## config.mk

```make
export PLATFORM = sky130hd
export DESIGN_NAME = alu_decode_stage
export DESIGN_NICKNAME = d
export VERILOG_FILES = /design/src/rtl/common.sv /design/src/rtl/alu_op_decoder.sv /design/src/rtl/alu_decode_stage.sv
export SDC_FILE = /design/constraint.sdc
export NUM_CORES = 1
export LEC_CHECK = 0
export BUFFER_PORTS_ARGS = -buffer_cell sky130_fd_sc_hd__buf_4
export CAP_MARGIN = 40
export CORE_UTILIZATION = 45
export CTS_BUF_LIST = sky130_fd_sc_hd__clkbuf_4 sky130_fd_sc_hd__clkbuf_8
export DETAILED_ROUTE_END_ITERATION = 7
export GPL_TIMING_DRIVEN = 1
export HOLD_SLACK_MARGIN = 0.06
export MAX_ROUTING_LAYER = met4
export PLACE_DENSITY = 0.78
export SKIP_CTS_REPAIR_TIMING = 1
export SLEW_MARGIN = 40
export SYNTH_ARGS = -nofsm -noshare
export SYNTH_HDL_FRONTEND = slang
export SYNTH_HIERARCHICAL = 1
export SYNTH_SLANG_ARGS = --single-unit
```

## constraint.sdc

```tcl
create_clock -name clk -period 2.2 [get_ports clk]
set_input_delay 0.22 -clock clk [delete_from_list [all_inputs] [get_ports clk]]
set_output_delay 0.22 -clock clk [all_outputs]
set_load 0.02 [all_outputs]
```

## src/rtl/common.sv

```systemverilog
// ============================================================================
//  Module      : common
//  Description : Shared ALU operation encoding and RV32I field constants.
//  Revision    : 1.0 - initial release
// ============================================================================
`default_nettype none

package common;

    // Encoding order is fixed: the ALU decodes these exact values.
    typedef enum logic [4:0] {
        SLL, SLLI, SRL, SRLI, ADD, ADDI, SUB, LUI,
        XOR, XORI, OR, ORI, AND, ANDI, SLT, SLTU, SRA
    } alu_op_t;

    localparam logic [6:0] OP_REG  = 7'b0110011;
    localparam logic [6:0] OP_IMM  = 7'b0010011;
    localparam logic [6:0] OP_LUI  = 7'b0110111;

    localparam logic [6:0] F7_BASE = 7'b0000000;
    localparam logic [6:0] F7_ALT  = 7'b0100000;

endpackage

`default_nettype wire

```

## src/rtl/alu_op_decoder.sv

```systemverilog
// ============================================================================
//  Module      : alu_op_decoder
//  Description : Combinational RV32I instruction to ALU command mapping.
//  Revision    : 1.0 - initial release
// ============================================================================
`default_nettype none

module alu_op_decoder
    import common::*;
#(
    parameter int DATA_WIDTH = 32
) (
    input  logic [31:0]           instr,
    output alu_op_t               operation,
    output logic [4:0]            rs1,
    output logic [4:0]            rs2,
    output logic [4:0]            rd,
    output logic [DATA_WIDTH-1:0] imm,
    output logic                  use_imm,
    output logic                  rd_we,
    output logic                  illegal
);

    logic [6:0]            w_opcode;
    logic [2:0]            w_funct3;
    logic [6:0]            w_funct7;
    logic [DATA_WIDTH-1:0] w_imm_i;
    logic [DATA_WIDTH-1:0] w_imm_sh;
    logic [DATA_WIDTH-1:0] w_imm_u;

    assign w_opcode = instr[6:0];
    assign w_funct3 = instr[14:12];
    assign w_funct7 = instr[31:25];

    // LUI immediate stays unshifted; the ALU applies the 12-bit shift.
    assign w_imm_i  = {{(DATA_WIDTH-12){instr[31]}}, instr[31:20]};
    assign w_imm_sh = {{(DATA_WIDTH-5){1'b0}}, instr[24:20]};
    assign w_imm_u  = {{(DATA_WIDTH-20){1'b0}}, instr[31:12]};

    assign rs2   = instr[24:20];
    assign rd    = instr[11:7];
    assign rd_we = !illegal && (rd != 5'd0);

    always_comb begin
        operation = ADD;
        imm       = '0;
        use_imm   = 1'b0;
        illegal   = 1'b0;
        rs1       = instr[19:15];
        case (w_opcode)
            OP_REG: begin
                case (w_funct3)
                    3'b000: begin
                        if (w_funct7 == F7_BASE)     operation = ADD;
                        else if (w_funct7 == F7_ALT) operation = SUB;
                        else                         illegal   = 1'b1;
                    end
                    3'b101: begin
                        if (w_funct7 == F7_BASE)     operation = SRL;
                        else if (w_funct7 == F7_ALT) operation = SRA;
                        else                         illegal   = 1'b1;
                    end
                    default: begin
                        if (w_funct7 != F7_BASE) illegal = 1'b1;
                        case (w_funct3)
                            3'b001:  operation = SLL;
                            3'b010:  operation = SLT;
                            3'b011:  operation = SLTU;
                            3'b100:  operation = XOR;
                            3'b110:  operation = OR;
                            default: operation = AND;
                        endcase
                    end
                endcase
            end
            OP_IMM: begin
                use_imm = 1'b1;
                imm     = w_imm_i;
                case (w_funct3)
                    3'b000: operation = ADDI;
                    3'b001: begin
                        imm = w_imm_sh;
                        if (w_funct7 == F7_BASE) operation = SLLI;
                        else                     illegal   = 1'b1;
                    end
                    3'b010: operation = SLT;
                    3'b011: operation = SLTU;
                    3'b100: operation = XORI;
                    3'b101: begin
                        imm = w_imm_sh;
                        if (w_funct7 == F7_BASE)     operation = SRLI;
                        else if (w_funct7 == F7_ALT) operation = SRA;
                        else                         illegal   = 1'b1;
                    end
                    3'b110:  operation = ORI;
                    default: operation = ANDI;
                endcase
            end
            OP_LUI: begin
                operation = LUI;
                use_imm   = 1'b1;
                imm       = w_imm_u;
                rs1       = 5'd0;
            end
            default: illegal = 1'b1;
        endcase
        if (illegal) operation = ADD;
    end

endmodule

`default_nettype wire

```

## src/rtl/alu_decode_stage.sv

```systemverilog
// ============================================================================
//  Module      : alu_decode_stage
//  Description : One-register decode stage with valid/ready on both sides.
//  Revision    : 1.0 - initial release
// ============================================================================
`default_nettype none

module alu_decode_stage
    import common::*;
#(
    parameter int DATA_WIDTH = 32
) (
    input  logic                  clk,
    input  logic                  rst_n,
    input  logic                  flush,
    input  logic                  in_valid,
    output logic                  in_ready,
    input  logic [31:0]           in_instr,
    input  logic [DATA_WIDTH-1:0] in_pc,
    output logic                  out_valid,
    input  logic                  out_ready,
    output logic [4:0]            out_operation,
    output logic [4:0]            out_rs1,
    output logic [4:0]            out_rs2,
    output logic [4:0]            out_rd,
    output logic [DATA_WIDTH-1:0] out_imm,
    output logic                  out_use_imm,
    output logic                  out_rd_we,
    output logic                  out_illegal,
    output logic [DATA_WIDTH-1:0] out_pc
);

    alu_op_t               w_operation;
    logic [4:0]            w_rs1;
    logic [4:0]            w_rs2;
    logic [4:0]            w_rd;
    logic [DATA_WIDTH-1:0] w_imm;
    logic                  w_use_imm;
    logic                  w_rd_we;
    logic                  w_illegal;
    logic                  w_accept;

    logic                  r_valid;
    logic [4:0]            r_operation;
    logic [4:0]            r_rs1;
    logic [4:0]            r_rs2;
    logic [4:0]            r_rd;
    logic [DATA_WIDTH-1:0] r_imm;
    logic                  r_use_imm;
    logic                  r_rd_we;
    logic                  r_illegal;
    logic [DATA_WIDTH-1:0] r_pc;

    alu_op_decoder #(
        .DATA_WIDTH (DATA_WIDTH)
    ) u_decoder (
        .instr     (in_instr),
        .operation (w_operation),
        .rs1       (w_rs1),
        .rs2       (w_rs2),
        .rd        (w_rd),
        .imm       (w_imm),
        .use_imm   (w_use_imm),
        .rd_we     (w_rd_we),
        .illegal   (w_illegal)
    );

    assign in_ready = !r_valid || out_ready;
    assign w_accept = in_valid && in_ready;

    // Priority: reset, then flush, then load, then drain.
    always_ff @(posedge clk) begin
        if (!rst_n) begin
            r_valid     <= 1'b0;
            r_operation <= 5'd0;
            r_rs1       <= 5'd0;
            r_rs2       <= 5'd0;
            r_rd        <= 5'd0;
            r_imm       <= '0;
            r_use_imm   <= 1'b0;
            r_rd_we     <= 1'b0;
            r_illegal   <= 1'b0;
            r_pc        <= '0;
        end else if (flush) begin
            r_valid <= 1'b0;
        end else if (w_accept) begin
            r_valid     <= 1'b1;
            r_operation <= w_operation;
            r_rs1       <= w_rs1;
            r_rs2       <= w_rs2;
            r_rd        <= w_rd;
            r_imm       <= w_imm;
            r_use_imm   <= w_use_imm;
            r_rd_we     <= w_rd_we;
            r_illegal   <= w_illegal;
            r_pc        <= in_pc;
        end else if (out_ready) begin
            r_valid <= 1'b0;
        end
    end

    assign out_valid     = r_valid;
    assign out_operation = r_operation;
    assign out_rs1       = r_rs1;
    assign out_rs2       = r_rs2;
    assign out_rd        = r_rd;
    assign out_imm       = r_imm;
    assign out_use_imm   = r_use_imm;
    assign out_rd_we     = r_rd_we;
    assign out_illegal   = r_illegal;
    assign out_pc        = r_pc;

endmodule

`default_nettype wire

```

==> flow_summary.toml <==
[timing]
period_share_pct = 72.9
final-setup-viol-count = 0
period_minus_slack_ps = 1600
fmax_ghz = 0.624
finalSetupTns_ps = 0
slew_viol_final = 0
worst_slew_margin_rel_pct = 66.3
hold_viol = 0
tightest_slew_ps = 506
rsz0062_at_grt = "no"
finalClockSkew_ps = 8.74
fin_hold_ws_ps = 110

[place]
routabilityCongestion = 0.860
dp_hpwl_mm = 7.63
portBuffers = 157
post_dp_cell_area_um2 = 5320

[yosys]
syn_nets = 557
synth-main-ff-cell = "dfxtp_1"
synth_edf_count = 0
synth_area_um2 = 4240
synth-seq-cells = 88
synth.avg_cell_area_um2 = 8.70
yosysTopAreaCell = "dfxtp_1"
yosysWarnings = 6
synthCells = 488
ys_types = 42
yosysSeqAreaShare_pct = 41.5
synthTopCellsByCount = "180 x nand2_1, 88 x dfxtp_1, 87 x mux2i_1"
synth_most_common_cell = "nand2_1"
async_reset_ff_share_pct = 0
synth_top_area_share_pct = 41.5
synthTopCellsByArea = "dfxtp_1 42%, mux2i_1 21%, nand2_1 16%"

[die]
fp.coreArea_um2 = 9200
io_pins = 158
dieWidth_um = 99.1
start_util_pct = 46.1
dieArea_um2 = 9820
die_y_um = 99.1
rows = 35

[route]
drt_iter0_markers = 201
dr.pass1.iters = 4
routedWlPerCell_um = 14.4
drc = 0
num_vias = 3683
via_per_inst = 5.07
wirelength_mm = 10.5
drtAntennaViolNets = 0

[worst_setup_path]
r2r_cells = 4
worst_setup_path_end_kind = "register"
critPathArrivalTime_ps = 1880
critPathLaunchType = "primary input"
r2r_end = "out_operation[3]$_SDFFE_PN0P_"
crit_type = "in -> reg"
crit_fanout = 7
cp.required_ps = 2470
rrSetupSlack_ps = 740
r2r_start = "out_valid$_SDFFE_PP0P_"

[finish]
n_fill_cell = 793
drive_gt1_share_pct = 31.1
stdcell_area_um2 = 5560
fin_util_pct = 60.4
area_delta_synth_final_pct = 31.0
diodes = 0
nets = 679

[global_routing]
track_usage_pct = 21.8
grt_pass1_wl_mm = 16.7
grt_antenna_before_repair = 0
grt-ovfl-total = 0
grt_max_degree = 72
grt_pass1_vias = 3469

[pwr]
power_mw = 3.42
pwr-share-comb_pct = 14.7
p_clk_share_pct = 36.7
internal_power_mw = 2.55
seq_power_share_pct = 48.6
p_sw_share_pct = 25.5
p_per_area_nw_per_um2 = 616
power_leakage_nw = 2.48
p_switching_mw = 0.873
ir_worst_vdd_v = 0.000444

[status]
status = "finished, final reports clean"

[flow_run]
drv_cap = 0

[cts]
numCtsBuffers = 9
clock-root-buffer = "clkbuf_8"
cts_tree = "done"
clk_path_buf_depth = 2
clock_latency_ps = 350
h-tree-depth = 3
cts_sinks = 88
clk_pin_slew_ps = 90

[min_path]
hold_path_end = "out_pc[1]$_SDFFE_PN0P_"
hold_depth = 3
hold_class = "in -> reg"
hp-start = "in_pc[1]"
## placed cells by master, fill, tap and decap left out, types with 3 or more instances in the layout
cell,Yosys,final
nand2b_1,3,3
a21o_1,7,7
nand3_1,3,3
nor2b_1,5,5
inv_1,7,7
o21ai_0,4,4
a22o_1,8,8
a21oi_1,4,4
buf_4,28,161
nand2_1,180,180
dfxtp_1,88,88
clkbuf_8,0,10
nor2_1,4,4
mux2i_1,87,87
buf_12,0,4
## flip-flops by register name (all words and copies together) (netlist names)
signal and flops:
out_illegal 1, out_imm 32, out_operation 5, out_pc 32, out_rd 5, out_rd_we 1
out_rs1 5, out_rs2 5, out_use_imm 1, out_valid 1
## area by class of cell
cell class | instances | area [um2] | area share [%]
multi-input combinational | 338 | 2100 | 37.8
sequential | 88 | 1760 | 31.7
timing repair buffer | 166 | 1300 | 23.4
tap | 111 | 139 | 2.50
clock buffer | 10 | 138 | 2.48
clock inverter | 6 | 92.6 | 1.67
inverter | 7 | 26.3 | 0.473
## kinds of logic (layout without fill, tap and decap cells)
family                 Yosys count  after routing  share of synthesized area, %
AO/OA/AOI/OAI                   36             36                          6.40
XOR/XNOR                         1              1                         0.206
buffers and inverters           62            189                          9.20
flip-flops                      88             88                          41.5
multiplexers                    87             87                          20.5
AND/OR/NAND/NOR                214            214                          22.2
## power groups by stage
| stage | sequential (mW) | combinational, mW | clock (mW) |
|---|---|---|---|
| CTS | 1.67 | 0.504 | 1.28 |
| finish | 1.67 | 0.503 | 1.26 |
| global placement | 1.70 | 0.492 | 0 |
| floorplan | 1.76 | 0.234 | 0 |
| global route | 1.67 | 0.543 | 1.35 |
| detailed placement | 1.70 | 0.503 | 0 |
## stage by stage
step / setup slack (ps) / cells
global route: 522 / 726
CTS: 630 / 725
global placement: 368 / 709
finish: 597 / 726
detailed placement: 298 / 709
floorplan: 591 / 488
## routing by layer
| metal | part of all wire, % | wire length, um | global-route usage, % | vias up |
|---|---|---|---|---|
| met5 | 0 | 0 | - | - |
| met4 | 1.8 | 185 | 8.03 | 0 |
| met3 | 5.4 | 561 | 3.30 | 16 |
| met2 | 50 | 5280 | 36.3 | 101 |
| met1 | 42 | 4450 | 26.8 | 1729 |
| li1 | - | - | - | 1837 |
## critical path, stage by stage
cell and delay [ps]:
buf_4 110, nand4bb_1 290, or4_1 530, a21oi_2 330, o21a_1 170, nand2_1 50, mux2i_1 160
## worst max-delay path by stage
stage	from	end	slack, ps	depth (start not counted)
after floorplan	in_instr[5]	out_imm[21]$_SDFFE_PN0P_	590	7
after global placement	in_instr[6]	out_imm[19]$_SDFFE_PN0P_	370	7
after detailed placement	in_instr[6]	out_imm[7]$_SDFFE_PN0P_	300	7
after CTS	in_instr[6]	out_imm[19]$_SDFFE_PN0P_	630	7
after global routing	in_instr[6]	out_imm[19]$_SDFFE_PN0P_	520	7
final	in_instr[6]	out_imm[19]$_SDFFE_PN0P_	600	7
Power figures use the tool's default switching activity.
